$ cat config.mk
export PLATFORM = sky130hd
export DESIGN_NAME = universal_shift_register
export DESIGN_NICKNAME = d
export VERILOG_FILES = /design/src/rtl/usr_pkg.sv /design/src/rtl/usr_shift_core.sv /design/src/rtl/universal_shift_register.sv
export SDC_FILE = /design/constraint.sdc
export NUM_CORES = 1
export LEC_CHECK = 0
export BUFFER_PORTS_ARGS = -buffer_cell sky130_fd_sc_hd__buf_2
export CAP_MARGIN = 15
export CORE_MARGIN = 4
export CORE_UTILIZATION = 52
export CTS_BUF_LIST = sky130_fd_sc_hd__clkbuf_8
export DETAILED_ROUTE_END_ITERATION = 7
export PLACE_DENSITY = 0.78
export SLEW_MARGIN = 15
export SYNTH_ARGS = -nofsm -noshare
export SYNTH_HDL_FRONTEND = slang
export SYNTH_SLANG_ARGS = --single-unit
$ cat constraint.sdc
create_clock -name clk -period 2.25 [get_ports clk]
set_input_delay 0.45 -clock clk [delete_from_list [all_inputs] [get_ports clk]]
set_output_delay 0.45 -clock clk [all_outputs]
set_load 0.02 [all_outputs]
$ cat src/rtl/usr_pkg.sv
// Shared mode codes and FSM state encoding for the universal shift register.
package usr_pkg;

   localparam int unsigned MODE_W = 3;

   localparam logic [MODE_W-1:0] USR_HOLD  = 3'd0;
   localparam logic [MODE_W-1:0] USR_SHL   = 3'd1;
   localparam logic [MODE_W-1:0] USR_SHR   = 3'd2;
   localparam logic [MODE_W-1:0] USR_ROTL  = 3'd3;
   localparam logic [MODE_W-1:0] USR_ROTR  = 3'd4;
   localparam logic [MODE_W-1:0] USR_ASR   = 3'd5;
   localparam logic [MODE_W-1:0] USR_LOAD  = 3'd6;
   localparam logic [MODE_W-1:0] USR_CLEAR = 3'd7;

   typedef enum logic {
      ST_IDLE = 1'b0,
      ST_RUN  = 1'b1
   } usr_state_e;

endpackage

$ cat src/rtl/usr_shift_core.sv
// Combinational next-value function of the universal shift register.
module usr_shift_core
   import usr_pkg::*;
#(
   parameter int unsigned N = 8
) (
   input  logic [N-1:0]      cur_i,
   input  logic [MODE_W-1:0] mode_i,
   input  logic              ser_in_lsb_i,
   input  logic              ser_in_msb_i,
   input  logic [N-1:0]      par_in_i,
   output logic [N-1:0]      nxt_c_o
);

   always_comb begin
      nxt_c_o = cur_i;
      case (mode_i)
         USR_HOLD:  nxt_c_o = cur_i;
         USR_SHL:   nxt_c_o = {cur_i[N-2:0], ser_in_lsb_i};
         USR_SHR:   nxt_c_o = {ser_in_msb_i, cur_i[N-1:1]};
         USR_ROTL:  nxt_c_o = {cur_i[N-2:0], cur_i[N-1]};
         USR_ROTR:  nxt_c_o = {cur_i[0], cur_i[N-1:1]};
         USR_ASR:   nxt_c_o = {cur_i[N-1], cur_i[N-1:1]};
         USR_LOAD:  nxt_c_o = par_in_i;
         USR_CLEAR: nxt_c_o = '0;
         default:   nxt_c_o = cur_i;
      endcase
   end

endmodule

$ cat src/rtl/universal_shift_register.sv
// N-bit universal shift register with single-step and counted burst operation.
// Optional registered parity output enabled by defining USR_PARITY_EN.
module universal_shift_register
   import usr_pkg::*;
#(
   parameter int unsigned N     = 8,
   parameter int unsigned CNT_W = 4
) (
   input  logic              clk,
   input  logic              reset,
   input  logic              en,
   input  logic [MODE_W-1:0] mode,
   input  logic              start,
   input  logic [CNT_W-1:0]  burst_len,
   input  logic              ser_in_lsb,
   input  logic              ser_in_msb,
   input  logic [N-1:0]      par_in,
   output logic [N-1:0]      out,
   output logic              ser_out_msb,
   output logic              ser_out_lsb,
   output logic              busy,
   output logic              done
`ifdef USR_PARITY_EN
   ,
   output logic              parity
`endif
);

   usr_state_e        state_q, state_d;
   logic [CNT_W-1:0]  remaining_q, remaining_d;
   logic [MODE_W-1:0] mode_q, mode_d;
   logic [N-1:0]      out_q, out_d;
   logic              busy_q, busy_d;
   logic              done_q, done_d;
   logic [MODE_W-1:0] op_mode;
   logic [N-1:0]      nxt;
   logic              last_op;

   // A burst replays the mode latched at start; single steps use the live mode.
   assign op_mode = (state_q == ST_RUN) ? mode_q : mode;
   assign last_op = (remaining_q == CNT_W'(1));

   usr_shift_core #(.N(N)) u_core (
      .cur_i        (out_q),
      .mode_i       (op_mode),
      .ser_in_lsb_i (ser_in_lsb),
      .ser_in_msb_i (ser_in_msb),
      .par_in_i     (par_in),
      .nxt_c_o      (nxt)
   );

   // State register.
   always_ff @(posedge clk) begin
      if (reset) begin
         state_q     <= ST_IDLE;
         remaining_q <= '0;
         mode_q      <= USR_HOLD;
         out_q       <= '0;
         busy_q      <= 1'b0;
         done_q      <= 1'b0;
      end else begin
         state_q     <= state_d;
         remaining_q <= remaining_d;
         mode_q      <= mode_d;
         out_q       <= out_d;
         busy_q      <= busy_d;
         done_q      <= done_d;
      end
   end

   // Next-state and burst counter.
   always_comb begin
      state_d     = state_q;
      remaining_d = remaining_q;
      mode_d      = mode_q;
      case (state_q)
         ST_IDLE: begin
            if (start && (burst_len != '0)) begin
               state_d     = ST_RUN;
               remaining_d = burst_len;
               mode_d      = mode;
            end
         end
         ST_RUN: begin
            remaining_d = remaining_q - CNT_W'(1);
            if (last_op) state_d = ST_IDLE;
         end
         default: state_d = ST_IDLE;
      endcase
   end

   // Register data and handshake outputs; start wins over en in IDLE.
   always_comb begin
      out_d  = out_q;
      busy_d = 1'b0;
      done_d = 1'b0;
      case (state_q)
         ST_IDLE: begin
            if (start) begin
               busy_d = (burst_len != '0);
               done_d = (burst_len == '0);
            end else if (en) begin
               out_d = nxt;
            end
         end
         ST_RUN: begin
            out_d  = nxt;
            busy_d = !last_op;
            done_d = last_op;
         end
         default: ;
      endcase
   end

   assign out         = out_q;
   assign busy        = busy_q;
   assign done        = done_q;
   assign ser_out_msb = out_q[N-1];
   assign ser_out_lsb = out_q[0];

`ifdef USR_PARITY_EN
   logic parity_q;

   // Parity tracks the value being written so it lands with out.
   always_ff @(posedge clk) begin
      if (reset) parity_q <= 1'b0;
      else       parity_q <= ^out_d;
   end

   assign parity = parity_q;
`endif

endmodule

==> results of run 1 <==
-- power breakdown --
part | total (W) | switching, W | internal [W] | leakage [nW]
registers | 0.000364 | 0.0000319 | 0.000332 | 0.140
clock network | 0.000223 | 0.000102 | 0.000121 | 0.0269
logic | 0.000270 | 0.000159 | 0.000111 | 0.383
-- worst max-delay path, stage by stage (launching register included) --
cell	delay [ns]
dfxtp_1	0.59
mux2_4	0.36
and2_4	0.18
a2111o_1	0.38
o2111a_1	0.14
-- cells by family (layout without fill, tap and decap cells) --
family                   Yosys count  after routing  synth area share (%)
XOR/XNOR                           1              1                 0.814
adder cells (fa/ha/maj)            2              2                  2.33
buffers and inverters             15             48                  7.56
AO/OA/AOI/OAI                     61             61                  36.3
flip-flops                        17             17                  31.6
multiplexers                       6              6                  6.16
AND/OR/NAND/NOR                   30             30                  15.2
-- registers in the layout, summed over array words and instances, names as in the netlist --
name / flops
mode_q: 3
done: 1
state_q: 1
out: 8
remaining_q: 4
-- metrics by stage --
stage	hold slack, ns	total power (W)
floorplan	0.453	0.000553
finish	0.469	0.000857
global placement	0.464	0.000627
global route	0.468	0.000908
CTS	0.462	0.000856
detailed placement	0.482	0.000637
-- metal layers --
metal / wire length [µm] / track usage [%] / share of wire, % / vias up
li1: - / - / - / 560
met2: 1460 / 41.8 / 51 / 55
met4: 48 / 10.6 / 1.7 / 0
met3: 190 / 3.66 / 6.6 / 8
met5: 0 / 0 / 0 / -
met1: 1180 / 24.7 / 41 / 572
-- cell usage after synthesis, drive strengths merged (3+ instances only) --
cell type  count  share of area (%)
buf            7                4.8
a31oi         13                7.6
inv            7                2.4
nand2          6                2.1
a32oi          3                3.1
o21ai         24                 11
dfxtp         17                 32
mux2i          4                3.7
a211oi         3                2.1
nor2           7                2.7
nor3           3                1.9
and2           9                5.5
a21oi          9                4.2
-- cell type report --
cell class | instances | area share [%]
multi-input cells | 100 | 50.4
clock buffers | 3 | 3.18
clock inverters | 1 | 0.289
inverters | 7 | 2.03
well taps | 27 | 2.60
flip-flops and latches | 17 | 26.2
repair buffers | 37 | 15.2
-- path summary, 6_finish.rpt --
kind | start | end | slack (ns)
max | state_q | out[7] | 0.50
min | mode[1] | mode_q[1] | 0.47
max reg2reg | state_q | out[7] | 0.50
min reg2reg | mode_q[1] | mode_q[1] | 0.49
-- layout by cell type, fill, tap and decap left out, types with 2 or more instances in the layout --
master / count
nor3_1: 2
a211oi_1: 3
a32oi_1: 2
buf_2: 32
inv_1: 8
dfxtp_1: 17
nor2_1: 6
a21oi_1: 9
ha_1: 2
nand2b_1: 2
a31oi_1: 13
mux2i_1: 4
o21ai_0: 24
nand2_1: 6
and2_1: 8
buf_4: 5
clkbuf_8: 3
==> metrics.txt, run 1 <==
post-route setup slack=between 0.4 and 0.5 ns; max-slew violation count=0; Wirelength per Cell=15.0 µm; ys async rst share=0%; Worst Setup Start Kind=flip-flop; WL final=2880 µm; Tmin final=1.75 ns; root buffer cell=clkbuf_8; Starting Density=54.8%; Bufs on Longest Clock Path=2; worst vdd ir=0.455 mV; Distinct cells, synth=38; Final TNS setup=0 ns; # Max-Cap Violations=0; number of routed nets with antenna violations=0; worst path required time=2.40 ns; Min-Delay Path Depth=3; fin cells=between 150 and 200; post-synthesis sequential area ratio=31.6%; initial antenna violation count=0; EDFF count, synth=0; Final nets=189; Post-CTS Setup Bufs=0; dpl cell area=approximately 0.0013 mm²; Syn Nets=approximately 160; CP max FO=12; die area=between 0.002 and 0.003 mm²; clk sinks=17; final setup violation count=0; DRC Markers=0; Worst Setup End Kind=flip-flop; fmax=571 MHz; Leak=0.551 nW; Port Buffers=32; IO Count=33; final instance area=around 0.0013 mm²; Final GP Congestion=0.833; layout cells sized above 1=between 20% and 30%; grt ovf=0; final core utilization=between 60% and 70%; fillers=192; pin count of the biggest net entering global routing=15; Vias/cell=6.22; relative slew slack=53.6%; Most used DFF post-synth=dfxtp_1; pre-CTS setup slack=around 0.45 ns; Worst-Margin Slew=0.689 ns; Placed Instances=188; vias in the first global route=around 1.1k; footprint of the multi-input gates=654 µm²; r2r worst-path depth=4; Vias=about 1.2k; Mapped Area=0.00108 mm²; pwr/cell area=661 mW/mm²; Storage cell area=340 µm²; core area=0.00196 mm²; GRT Total Usage=a little under a quarter; status=completed; Area Growth Syn to Fin=20.6%; Yosys warnings=0; number of cell rows=16; CTS buffer count=3; post-synthesis instance total=132; Syn Area/Cell=8.15 µm²; DRT iter0 DRCs=26; worst skew pair latency=0.25 ns; RSZ-0062 raised after global routing=false; crit path DAT=1.90 ns; post-CTS sizing=0; post-DP HPWL=2120 µm; period utilization=77.8%; Yosys reg bits=17; Worst-path clk slew=0.06 ns; ANT cells=0; CTS tree=yes; clk_skew=0.00258 ns; Horiz. Die Dim=53.5 µm; H-tree level count=1; hold-fix buffer count after cts=0; drt first pass iters=4; crit path kind=reg2reg; worst min path class=in2reg; DIE HEIGHT=53.5 µm; first-pass GRT wire length=4840 µm; final hold vios=0
No activity file was read; power rests on OpenSTA's default activity.
==> run 2, diff against run 1 <==
==> constraint.sdc (replaced) <==
create_clock -name clk -period 1.7 [get_ports clk]
set_input_delay 0.34 -clock clk [delete_from_list [all_inputs] [get_ports clk]]
set_output_delay 0.34 -clock clk [all_outputs]
set_load 0.02 [all_outputs]
==> run 2 against run 1 <==
Compared with the run above:
- routed wire length decreased by 4.4%
- clock skew down 0.0011 ns
- first-iteration DRC count up 15%
- final cell count up 0.52%
- final area rose by 1.5%
- global-route usage is 1.2 points lower
- register-to-register slack worse by 0.42 ns
- via count down 4.5%
==> metrics.txt, run 2 (synthesis gave the netlist of run 1 again) <==
# Max-Cap Violations=0; first-pass GRT wire length=between 4000 and 5000 µm; layout cells sized above 1=29.5%; RSZ-0062 raised after global routing=false; Area Growth Syn to Fin=22.4%; pin count of the biggest net entering global routing=15; Final TNS setup=0 ns; die area=about 0.0029 mm²; commonest cells after routing, fill and taps aside=buf_2 (32), o21ai_0 (24), dfxtp_1 (16); number of cell rows=16; R2R setup slack=0.08 ns; CTS tree=yes; drt first pass iters=4; worst skew pair latency=0.24 ns; WL final=2750 µm; Tmin final=between 1.5 and 2 ns; max-slew violation count=0; root buffer cell=clkbuf_8; Min-Delay Path Depth=3; clk_skew=roughly 0.0015 ns; Starting Density=54.8%; Port Buffers=32; pwr/cell area=between 800 and 900 mW/mm²; Final nets=190; final setup violation count=0; commonest non-fill, non-tap cell in the layout=buf_2; fillers=186; crit path DAT=1.76 ns; r2r worst-path depth=4; Post-CTS Setup Bufs=0; Final GP Congestion=~0.85; IO Count=33; final instance area=0.00132 mm²; status=completed; Bufs on Longest Clock Path=2; reg-to-reg endpoint=out[7]; Worst-path clk slew=approximately 0.070 ns; H-tree level count=1; Largest register FFs=8; Horiz. Die Dim=approximately 53 µm; DRT iter0 DRCs=30; period utilization=95.6%; GRT Total Usage=a little over a fifth; relative slew slack=76.9%; CTS buffer count=3; reg-to-reg startpoint=state_q; Vias=between 1k and 1.5k; Worst Setup End Kind=flip-flop; final hold vios=0; post-DP HPWL=2120 µm; initial antenna violation count=0; worst min path class=in2reg; dpl cell area=0.00126 mm²; core area=0.00196 mm²; CP max FO=12; Wirelength per Cell=14.3 µm; DIE HEIGHT=between 50 and 60 µm; worst path required time=approximately 1.8 ns; Leak=0.556 nW; Worst-Margin Slew=0.347 ns; hold endpoint=mode_q[1]; worst vdd ir=0.707 mV; DRC Markers=0; ANT cells=0; crit path kind=reg2reg; fmax=615 MHz; Vias/cell=5.91; vias in the first global route=a little over 1k; clk sinks=17; number of routed nets with antenna violations=0; Worst Setup Start Kind=flip-flop; grt ovf=0; hold_sp=mode[1]
==> run 2: routing by layer <==
layer	part of all wire, %	up-vias	GRT usage [%]
li1	-	568	-
met1	43	526	26.8
met2	51	43	37.6
met3	5.5	4	2.82
met4	1.2	0	7.23
met5	0	-	0
==> run 2: metrics by stage <==
step	util [%]	hold WS (ns)	power, W	instances	worst slack [ns]
floorplan	-	0.453	0.000733	132	0.0597
global placement	64.3	0.468	0.000833	189	0.124
detailed placement	64.3	0.472	0.000844	189	0.103
CTS	66.6	0.339	0.00113	193	0.0896
global route	67.2	0.347	0.00121	193	0.0483
finish	67.2	0.341	0.00114	193	0.0752
==> run 2: worst max-delay path by stage <==
| stage | startpoint | to | slack [ns] | depth (start not counted) |
|---|---|---|---|---|
| 2_1_floorplan | state_q | out[7] | 0.06 | 5 |
| 3_3_place_gp | state_q | out[7] | 0.12 | 4 |
| 3_5_place_dp | state_q | out[7] | 0.10 | 4 |
| 4_1_cts | state_q | out[7] | 0.09 | 4 |
| 5_1_grt | state_q | out[5] | 0.05 | 5 |
| 6_report | state_q | out[7] | 0.08 | 4 |
==> run 2: repair_timing <==
action | CTS | global route
resized for setup | 0 | 1
hold buffers | 0 | 0
setup endpoints to repair | 0 | 1
==> run 2: worst max-delay path: stages (launching register included) <==
cell and delay (ns):
dfxtp_2 0.48, mux2_4 0.35, and2_4 0.18, a2111o_1 0.38
o2111a_1 0.14
==> run 2: where the power goes <==
| group | switching, W | total (W) | internal, W |
|---|---|---|---|
| clock network | 0.000134 | 0.000293 | 0.000160 |
| registers | 0.0000414 | 0.000481 | 0.000440 |
| logic | 0.000211 | 0.000362 | 0.000151 |
==> run 2: layout make-up <==
cell class / count / area, µm² / area share, %
multi-input cells: 100 / 666 / 50.5
flip-flops and latches: 17 / 342 / 25.9
repair buffers: 38 / 205 / 15.6
clock buffers: 3 / 41.3 / 3.13
well taps: 27 / 33.8 / 2.56
inverters: 7 / 26.3 / 1.99
clock inverters: 1 / 3.75 / 0.285
